[config.mk]
export PLATFORM = sky130hd
export DESIGN_NAME = key_schedule_seq
export DESIGN_NICKNAME = d
export VERILOG_FILES = /design/src/rtl/key_schedule_seq.sv
export SDC_FILE = /design/constraint.sdc
export NUM_CORES = 1
export LEC_CHECK = 0
export ABC_AREA = 1
export CAP_MARGIN = 10
export CORE_AREA = 2 2 269 271
export CTS_CLUSTER_DIAMETER = 40
export DETAILED_ROUTE_END_ITERATION = 8
export DIE_AREA = 0 0 271 273
export PLACE_DENSITY = 0.67
export SYNTH_ARGS = -nofsm -noshare
export SYNTH_HDL_FRONTEND = slang
export SYNTH_HIERARCHICAL = 1
export SYNTH_SLANG_ARGS = --single-unit
[constraint.sdc]
create_clock -name clk -period 12.5 [get_ports clk]
set_input_delay 1.25 -clock clk [delete_from_list [all_inputs] [get_ports clk]]
set_output_delay 1.25 -clock clk [all_outputs]
set_load 0.02 [all_outputs]
[src/rtl/key_schedule_seq.sv]
// Sequential AES key expansion: one schedule word per clock, emitted as 128-bit round keys
// over a valid/ready handshake. Define KEY_SCHED_IDX_EN to add the rk_idx/rk_last outputs.
module key_schedule_seq #(
    parameter int NK = 4
) (
    input  logic            clk,
    input  logic            rst,
    input  logic            start,
    input  logic [32*NK-1:0] key,
    output logic            busy,
    output logic [127:0]    rk,
    output logic            rk_valid,
    input  logic            rk_ready,
    output logic            done
`ifdef KEY_SCHED_IDX_EN
    ,
    output logic [3:0]      rk_idx,
    output logic            rk_last
`endif
);

    localparam int NR  = NK + 6;
    localparam int NRK = NR + 1;
    localparam logic [5:0] NK_C    = 6'(NK);
    localparam logic [5:0] LAST_I  = 6'(4 * NRK - 1);
    localparam logic [2:0] POS_MAX = 3'(NK - 1);

    generate
        if (!(NK == 4 || NK == 6 || NK == 8)) begin : g_bad_nk
            $error("key_schedule_seq: NK must be 4, 6 or 8");
        end
    endgenerate

    typedef enum logic [1:0] {IDLE, GEN, HOLD, FIN} state_t;

    state_t        state_q, state_d;
    logic [31:0]   win_q [NK];
    logic [31:0]   win_d [NK];
    logic [31:0]   stg_q [4];
    logic [31:0]   stg_d [4];
    logic [5:0]    i_q, i_d;
    logic [2:0]    pos_q, pos_d;
    logic [7:0]    rcon_q, rcon_d;
    logic          grp_full_q, grp_full_d;
    logic [127:0]  rk_q, rk_d;
    logic          rk_valid_q, rk_valid_d;
    logic          done_q, done_d;

    logic          accept, load, stall, last_on_rk;
    logic [31:0]   prev_w, old_w, sub_in, sub_out, new_w;

    function automatic logic [7:0] xtime(input logic [7:0] b);
        return {b[6:0], 1'b0} ^ (b[7] ? 8'h1b : 8'h00);
    endfunction

    // The window always holds w[i-NK]..w[i-1]; during the first NK words it rotates the key
    // through itself, so it is aligned for the recurrence when i reaches NK.
    assign prev_w = win_q[NK-1];
    assign old_w  = win_q[0];
    assign sub_in = (pos_q == 3'd0) ? {prev_w[23:0], prev_w[31:24]} : prev_w;

    for (genvar b = 0; b < 4; b++) begin : g_sbox
        sbox u_sbox (
            .in_i  (sub_in[8*b +: 8]),
            .out_o (sub_out[8*b +: 8])
        );
    end

    always_comb begin
        new_w = old_w ^ prev_w;
        if (i_q < NK_C)
            new_w = old_w;
        else if (pos_q == 3'd0)
            new_w = old_w ^ sub_out ^ {rcon_q, 24'h0};
        else if (NK == 8 && pos_q == 3'd4)
            new_w = old_w ^ sub_out;
    end

    // A completed group waits in staging until rk is free or being accepted this cycle.
    assign accept = rk_valid_q & rk_ready;
    assign load   = grp_full_q & (~rk_valid_q | rk_ready);
    assign stall  = grp_full_q & rk_valid_q & ~rk_ready;

    always_comb begin
        state_d    = state_q;
        win_d      = win_q;
        stg_d      = stg_q;
        i_d        = i_q;
        pos_d      = pos_q;
        rcon_d     = rcon_q;
        grp_full_d = grp_full_q & ~load;
        rk_d       = rk_q;
        rk_valid_d = rk_valid_q;
        done_d     = 1'b0;

        if (load) begin
            rk_d       = {stg_q[3], stg_q[2], stg_q[1], stg_q[0]};
            rk_valid_d = 1'b1;
        end else if (accept) begin
            rk_valid_d = 1'b0;
        end

        case (state_q)
            IDLE: begin
                if (start) begin
                    for (int k = 0; k < NK; k++)
                        win_d[k] = key[32*k +: 32];
                    i_d        = '0;
                    pos_d      = '0;
                    rcon_d     = 8'h01;
                    grp_full_d = 1'b0;
                    state_d    = GEN;
                end
            end
            GEN: begin
                if (stall) begin
                    state_d = HOLD;
                end else begin
                    for (int k = 0; k < NK - 1; k++)
                        win_d[k] = win_q[k+1];
                    win_d[NK-1]       = new_w;
                    stg_d[i_q[1:0]]   = new_w;
                    if (i_q[1:0] == 2'd3)
                        grp_full_d = 1'b1;
                    i_d   = i_q + 6'd1;
                    pos_d = (pos_q == POS_MAX) ? 3'd0 : pos_q + 3'd1;
                    if (i_q >= NK_C && pos_q == 3'd0)
                        rcon_d = xtime(rcon_q);
                    if (i_q == LAST_I)
                        state_d = FIN;
                end
            end
            HOLD: begin
                if (!stall)
                    state_d = GEN;
            end
            FIN: begin
                if (accept && last_on_rk) begin
                    done_d  = 1'b1;
                    state_d = IDLE;
                end
            end
            default: state_d = IDLE;
        endcase
    end

    always_ff @(posedge clk) begin
        if (rst) begin
            state_q    <= IDLE;
            i_q        <= '0;
            pos_q      <= '0;
            rcon_q     <= 8'h01;
            grp_full_q <= 1'b0;
            rk_q       <= '0;
            rk_valid_q <= 1'b0;
            done_q     <= 1'b0;
        end else begin
            state_q    <= state_d;
            i_q        <= i_d;
            pos_q      <= pos_d;
            rcon_q     <= rcon_d;
            grp_full_q <= grp_full_d;
            rk_q       <= rk_d;
            rk_valid_q <= rk_valid_d;
            done_q     <= done_d;
        end
    end

    // Window and staging are pure datapath; their contents are qualified by the FSM.
    always_ff @(posedge clk) begin
        win_q <= win_d;
        stg_q <= stg_d;
    end

`ifdef KEY_SCHED_IDX_EN
    localparam logic [3:0] NR_C = 4'(NR);

    logic [3:0] rnd_q, rk_idx_q;
    logic       rk_last_q;

    always_ff @(posedge clk) begin
        if (rst) begin
            rnd_q     <= '0;
            rk_idx_q  <= '0;
            rk_last_q <= 1'b0;
        end else begin
            if (state_q == IDLE && start)
                rnd_q <= '0;
            else if (load)
                rnd_q <= rnd_q + 4'd1;
            if (load) begin
                rk_idx_q  <= rnd_q;
                rk_last_q <= (rnd_q == NR_C);
            end else if (accept) begin
                rk_last_q <= 1'b0;
            end
        end
    end

    assign last_on_rk = rk_last_q;
    assign rk_idx     = rk_idx_q;
    assign rk_last    = rk_last_q;
`else
    assign last_on_rk = (state_q == FIN) && !grp_full_q;
`endif

    assign busy     = (state_q != IDLE);
    assign rk       = rk_q;
    assign rk_valid = rk_valid_q;
    assign done     = done_q;

endmodule

// AES forward S-box, combinational; byte x of the table sits at bits [2047-8x -: 8].
module sbox (
    input  logic [7:0] in_i,
    output logic [7:0] out_o
);

    localparam logic [2047:0] TBL = {
        128'h637c777bf26b6fc53001672bfed7ab76,
        128'hca82c97dfa5947f0add4a2af9ca472c0,
        128'hb7fd9326363ff7cc34a5e5f171d83115,
        128'h04c723c31896059a071280e2eb27b275,
        128'h09832c1a1b6e5aa0523bd6b329e32f84,
        128'h53d100ed20fcb15b6acbbe394a4c58cf,
        128'hd0efaafb434d338545f9027f503c9fa8,
        128'h51a3408f929d38f5bcb6da2110fff3d2,
        128'hcd0c13ec5f974417c4a77e3d645d1973,
        128'h60814fdc222a908846eeb814de5e0bdb,
        128'he0323a0a4906245cc2d3ac629195e479,
        128'he7c8376d8dd54ea96c56f4ea657aae08,
        128'hba78252e1ca6b4c6e8dd741f4bbd8b8a,
        128'h703eb5664803f60e613557b986c11d9e,
        128'he1f8981169d98e949b1e87e9ce5528df,
        128'h8ca1890dbfe6426841992d0fb054bb16
    };

    logic [10:0] sel;

    assign sel   = ~{in_i, 3'b000};
    assign out_o = TBL[sel -: 8];

endmodule
==> reports/results.ini, run 1 <==
[global_routing]
antenna_found_initial=3
grt_pass1_vias=28430
overflow=0
grt_pass1_wl_um=178700
grt_max_degree=108
track_usage_pct=31.20

[setup_path]
r2r_start=pos_q[0]
cp_common_cell=nand2_1
crit_buf_inv=6
required_ns=13.00
worst_path_largest_cell_delay_ns=0.52
critical-path-slowest-cell=nand2_4
cpLargestDelayFamily=simple AND/OR/NAND/NOR gates
startpoint_type=register
worstSetupPathType=reg2reg
r2r_cells=25
crit_arrival_ns=5.69
reg2reg_slack_ns=7.31
end_kind=register
worstReg2RegEnd=prev_w[1]
cp_max_fo=45

[placement]
io_buffer_count=262
routabilityCongestion=1.054
place_hpwl_um=81360
dp_cells=5191
dp_slack_ns=7.474

[cells_and_area]
instances_no_fill=5298
seq_area_um2=10690
final_common_cell=nand2_1
multiInputGateArea_um2=15590
area_growth_pct=17.73
layout.nets=4493
n_fill_cell=7286
drive_above_1_share_pct=6.119
mostFrequentLayoutCells=nand2_1, nand3_1, nor2_1

[timing]
timing.fmax_mhz=192.7
setup_tns_ns=0
grt_setup_unrepaired=no
hold_violations=0
relSlewSlack_pct=16.45
hold_ws_ns=0.4625
tightest_slew_ns=1.245
skew_ns=0.03904
setup_viol=0
finalMaxSlewViolations=0
period_share_pct=41.51
setup_ws_ns=7.312
min_period_ns=5.188

[clock_network]
hold_buffers=0
cts_root_buffer=clkbuf_16
cts_setup_buffers=0
insertion_delay_ns=0.65
cts_buffer_depth=3
numCtsBuffers=56
htreeDepth=2
clkTransAtPathRegs_ns=0.06
cts_tree=done
cts_resized=0
cts_sinks=406

[worst_hold_path]
whs_path_depth=2
min_from=stg_q[117]
hold_path_class=reg2reg
hold_end=rk[21]

[route]
drt_first_iter_violations=4767
dr.pass1.iters=6
routed-via-count=30990
viasPerCell=5.850
drt-total-wl_um=119100
ant_nets=0
drt-wirelength-per-cell_um=22.47
drc=0

[synthesis]
netlist_area_um2=28120
syn_inst=4210
yosys_warnings=6
synth.net_count=4404
avgSynthCellArea_um2=6.680
ys_ff_latch=406
synth_cell_types=36
seq_area_frac_synth_pct=38.01

[floorplanning]
num_rows=98
die_w_um=271
die_h_um=273
core_um2=71000
fp.dieArea_um2=73980
pin_count=263
start_util_pct=39.61

[run_status]
status=complete, no violations

[flow_run]
cap_violations=0

[kinds of logic after synthesis]
kind of cell | count (synthesis) | synth area share (%)
buffers and inverters | 461 | 7.395
AOI/OAI and AO/OA | 376 | 6.896
and+or+nand+nor | 2878 | 43.51
DFF | 406 | 38.01
xor gates and xnor gates | 27 | 1.428
adders and majority gates | 62 | 2.758
[sequential cells by signal (all words and copies together) (netlist names)]
signal,flops
i_q,6
rk,128
old_w,32
state_q,2
done,1
rk_valid,1
rcon_q,8
pos_q,3
grp_full_q,1
stg_q,128
prev_w,32
win_q,64
[worst max path at each step]
stage / start / end / slack [ns] / depth (start not counted)
2_1_floorplan: pos_q[0] / prev_w[30] / 8.09 / 25
3_3_place_gp: pos_q[0] / prev_w[1] / 7.50 / 25
3_5_place_dp: pos_q[0] / prev_w[1] / 7.47 / 25
6_report: pos_q[0] / prev_w[1] / 7.31 / 25
5_1_grt: pos_q[0] / prev_w[1] / 6.96 / 25
4_1_cts: pos_q[0] / prev_w[1] / 7.48 / 25
[area by class of cell]
class | instances | share of cell area [%]
Antenna cell | 1 | 0.007559
Clock buffer | 68 | 4.429
Clock inverter | 38 | 1.466
Inverter | 178 | 2.029
Multi-Input combinational cell | 3343 | 47.09
Sequential cell | 406 | 32.29
Tap cell | 950 | 3.590
Timing Repair Buffer | 314 | 9.101
[metal layers]
metal | vias to the layer above | global-route usage, % | wire (µm)
met5 | - | 0 | 13
met4 | 2 | 14.16 | 5800
met3 | 368 | 6.256 | 13360
met2 | 2070 | 46.29 | 50650
met1 | 14390 | 43.68 | 49220
li1 | 14170 | - | -
[synth_stat cells (all sizes together)]
cell type	n	share of area [%]
o21a	2	0.053
o211ai	5	0.13
dfxtp	150	11
inv	178	2.4
o21bai	2	0.053
o21ai	232	4.1
nor2	390	5.4
nor3	6	0.11
nand3	964	17
xor2	1	0.031
a211oi	1	0.027
edfxtp	256	27
nand3b	2	0.053
a31oi	4	0.089
nand2	1499	20
ha	62	2.8
xnor2	26	1.4
nand4	16	0.36
and3	1	0.022
buf	229	4.3
o22ai	1	0.022
clkbuf	54	0.72
a21oi	129	2.4
[worst reg2reg max path: stages, from the launching register on]
cell and delay (ns):
dfxtp_1 0.35, inv_1 0.07, ha_1 0.25, nand2_4 0.52
buf_4 0.52, nand2_1 0.25, o21ai_0 0.13, buf_4 0.23
inv_1 0.20, ha_1 0.46, inv_1 0.10, nand2_2 0.34
nand2_1 0.21, inv_1 0.13, nand2_1 0.05, nand3_1 0.07
nand3_1 0.08, nand3_1 0.10, nand3_1 0.08, nand2_1 0.10
nand2_1 0.05, nand2_1 0.06, nand2_1 0.06, xnor2_1 0.47
nand2_1 0.10, nand2_1 0.08
[metrics by stage]
stage | cell area [µm²] | util, %
5_1_grt | 33100 | 46.63
6_report | 33110 | 46.63
3_3_place_gp | 31150 | 43.88
3_5_place_dp | 31150 | 43.88
4_1_cts | 33100 | 46.63
2_1_floorplan | 28120 | -
Power of run 1 is not shown: default switching activity piles up to over one toggle a cycle in this logic, so the estimate is an artifact.
==> inputs of run 2 (changes only) <==
- clock period: 12.5 -> 5.3 ns (I/O delays scaled with it)
==> reports/results.ini, run 2 (synthesized netlist as in run 1, its figures left out) <==
[flow_run]
cap_violations=0

[timing]
setup_viol=0
skew_ns=0.03214
grt_setup_unrepaired=no
setup_tns_ns=0
timing.fmax_mhz=205.2
hold_violations=0
period_share_pct=91.96
relSlewSlack_pct=19.30
min_period_ns=4.874
finalMaxSlewViolations=0
setup_ws_ns=0.4259
tightest_slew_ns=1.202

[floorplanning]
core_um2=71000
fp.dieArea_um2=73980
num_rows=98
die_w_um=271
die_h_um=273
start_util_pct=39.61
pin_count=263

[worst_hold_path]
min_from=rk[75]
hold_path_class=reg2reg

[setup_path]
cp_max_fo=40
startpoint_type=register
cp_cell_sequence=inv_1 > ha_1 > nand2_4 > buf_4 > o21ai_4 > buf_4 > buf_4 > a21oi_1 > nand2_1 > nand3_1 > nand3_1 > nand3_1 > nand3_1 > nand2_1 > inv_1 > nand2_1 > nand3_1 > nand2_1 > o21ai_0 > nand2_1 > nand2_1 > nand2_1
worstSetupPathType=reg2reg
cp_common_cell=nand2_1
r2r_start=pos_q[0]
critical-path-slowest-cell=o21ai_4
crit_buf_inv=5
worst_path_largest_cell_delay_ns=0.52
end_kind=register
crit_start=pos_q[0]
cpLargestDelayFamily=simple AND/OR/NAND/NOR gates
required_ns=5.65
crit_arrival_ns=5.22

[clock_network]
hold_buffers=0
cts_resized=0
insertion_delay_ns=0.62
clkTransAtPathRegs_ns=0.06
htreeDepth=2
cts_sinks=406
numCtsBuffers=49
cts_buffer_depth=3
cts_root_buffer=clkbuf_16
cts_tree=done
cts_setup_buffers=0

[run_status]
status=complete, no violations

[route]
drt-wirelength-per-cell_um=22.18
drc=0
viasPerCell=5.820
routed-via-count=31160
drt_first_iter_violations=4683
dr.pass1.iters=7
ant_nets=0
drt-total-wl_um=118800

[cells_and_area]
finalInstanceArea_um2=33320
final_common_cell=nand2_1
mostFrequentLayoutCells=nand2_1, nand3_1, nor2_1
layout.nets=4557
area_growth_pct=18.49
n_fill_cell=7164
seq_area_um2=10690
drive_above_1_share_pct=7.290
multiInputGateArea_um2=15550

[placement]
dp_slack_ns=0.6700
place_hpwl_um=82490
io_buffer_count=262
routabilityCongestion=1.043
place_area_um2=31680

[global_routing]
overflow=0
grt_pass1_vias=29010
grt_max_degree=167
track_usage_pct=31.18
grt_pass1_wl_um=179300
antenna_found_initial=4

-- run 2: area by class of cell --
class                      count  area share, %
antenna                        1       0.007510
clock buffer                  59          3.883
multi-input combinational   3343          46.66
inverter                     178          2.016
sequential                   406          32.08
tap                          950          3.567
timing repair buffer         385          10.75
clock inverter                32          1.029
-- run 2: routing by layer --
metal,wire length (µm),GRT usage [%]
met3,13460,6.326
met2,50250,46.76
met5,48,0
met4,5709,13.46
met1,49290,43.46
-- run 2: stage by stage --
stage                     utilization (%)  instances  hold slack [ns]
after detailed placement            44.62       5262           0.4708
after global routing                46.93       5354           0.5031
final                               46.93       5354           0.4779
after global placement              44.62       5262           0.4622
after floorplan                         -       4210           0.4571
after CTS                           46.93       5353           0.4845
-- run 2: tightest hold or removal path, delay by kind of cell, from the launching register on --
kind	cells	cell delay (ns)
flip-flops	1	0.32
AND/OR/NAND/NOR	2	0.12
-- run 2: path summary, 6_finish.rpt --
path	end	slack, ns	cells past startpoint
setup / recovery	prev_w[29]	0.43	22
hold / removal	rk[75]	0.48	2
setup reg to reg	prev_w[29]	0.43	22
hold reg to reg	rk[75]	0.48	2
Power of run 2 is left out for the same reason.
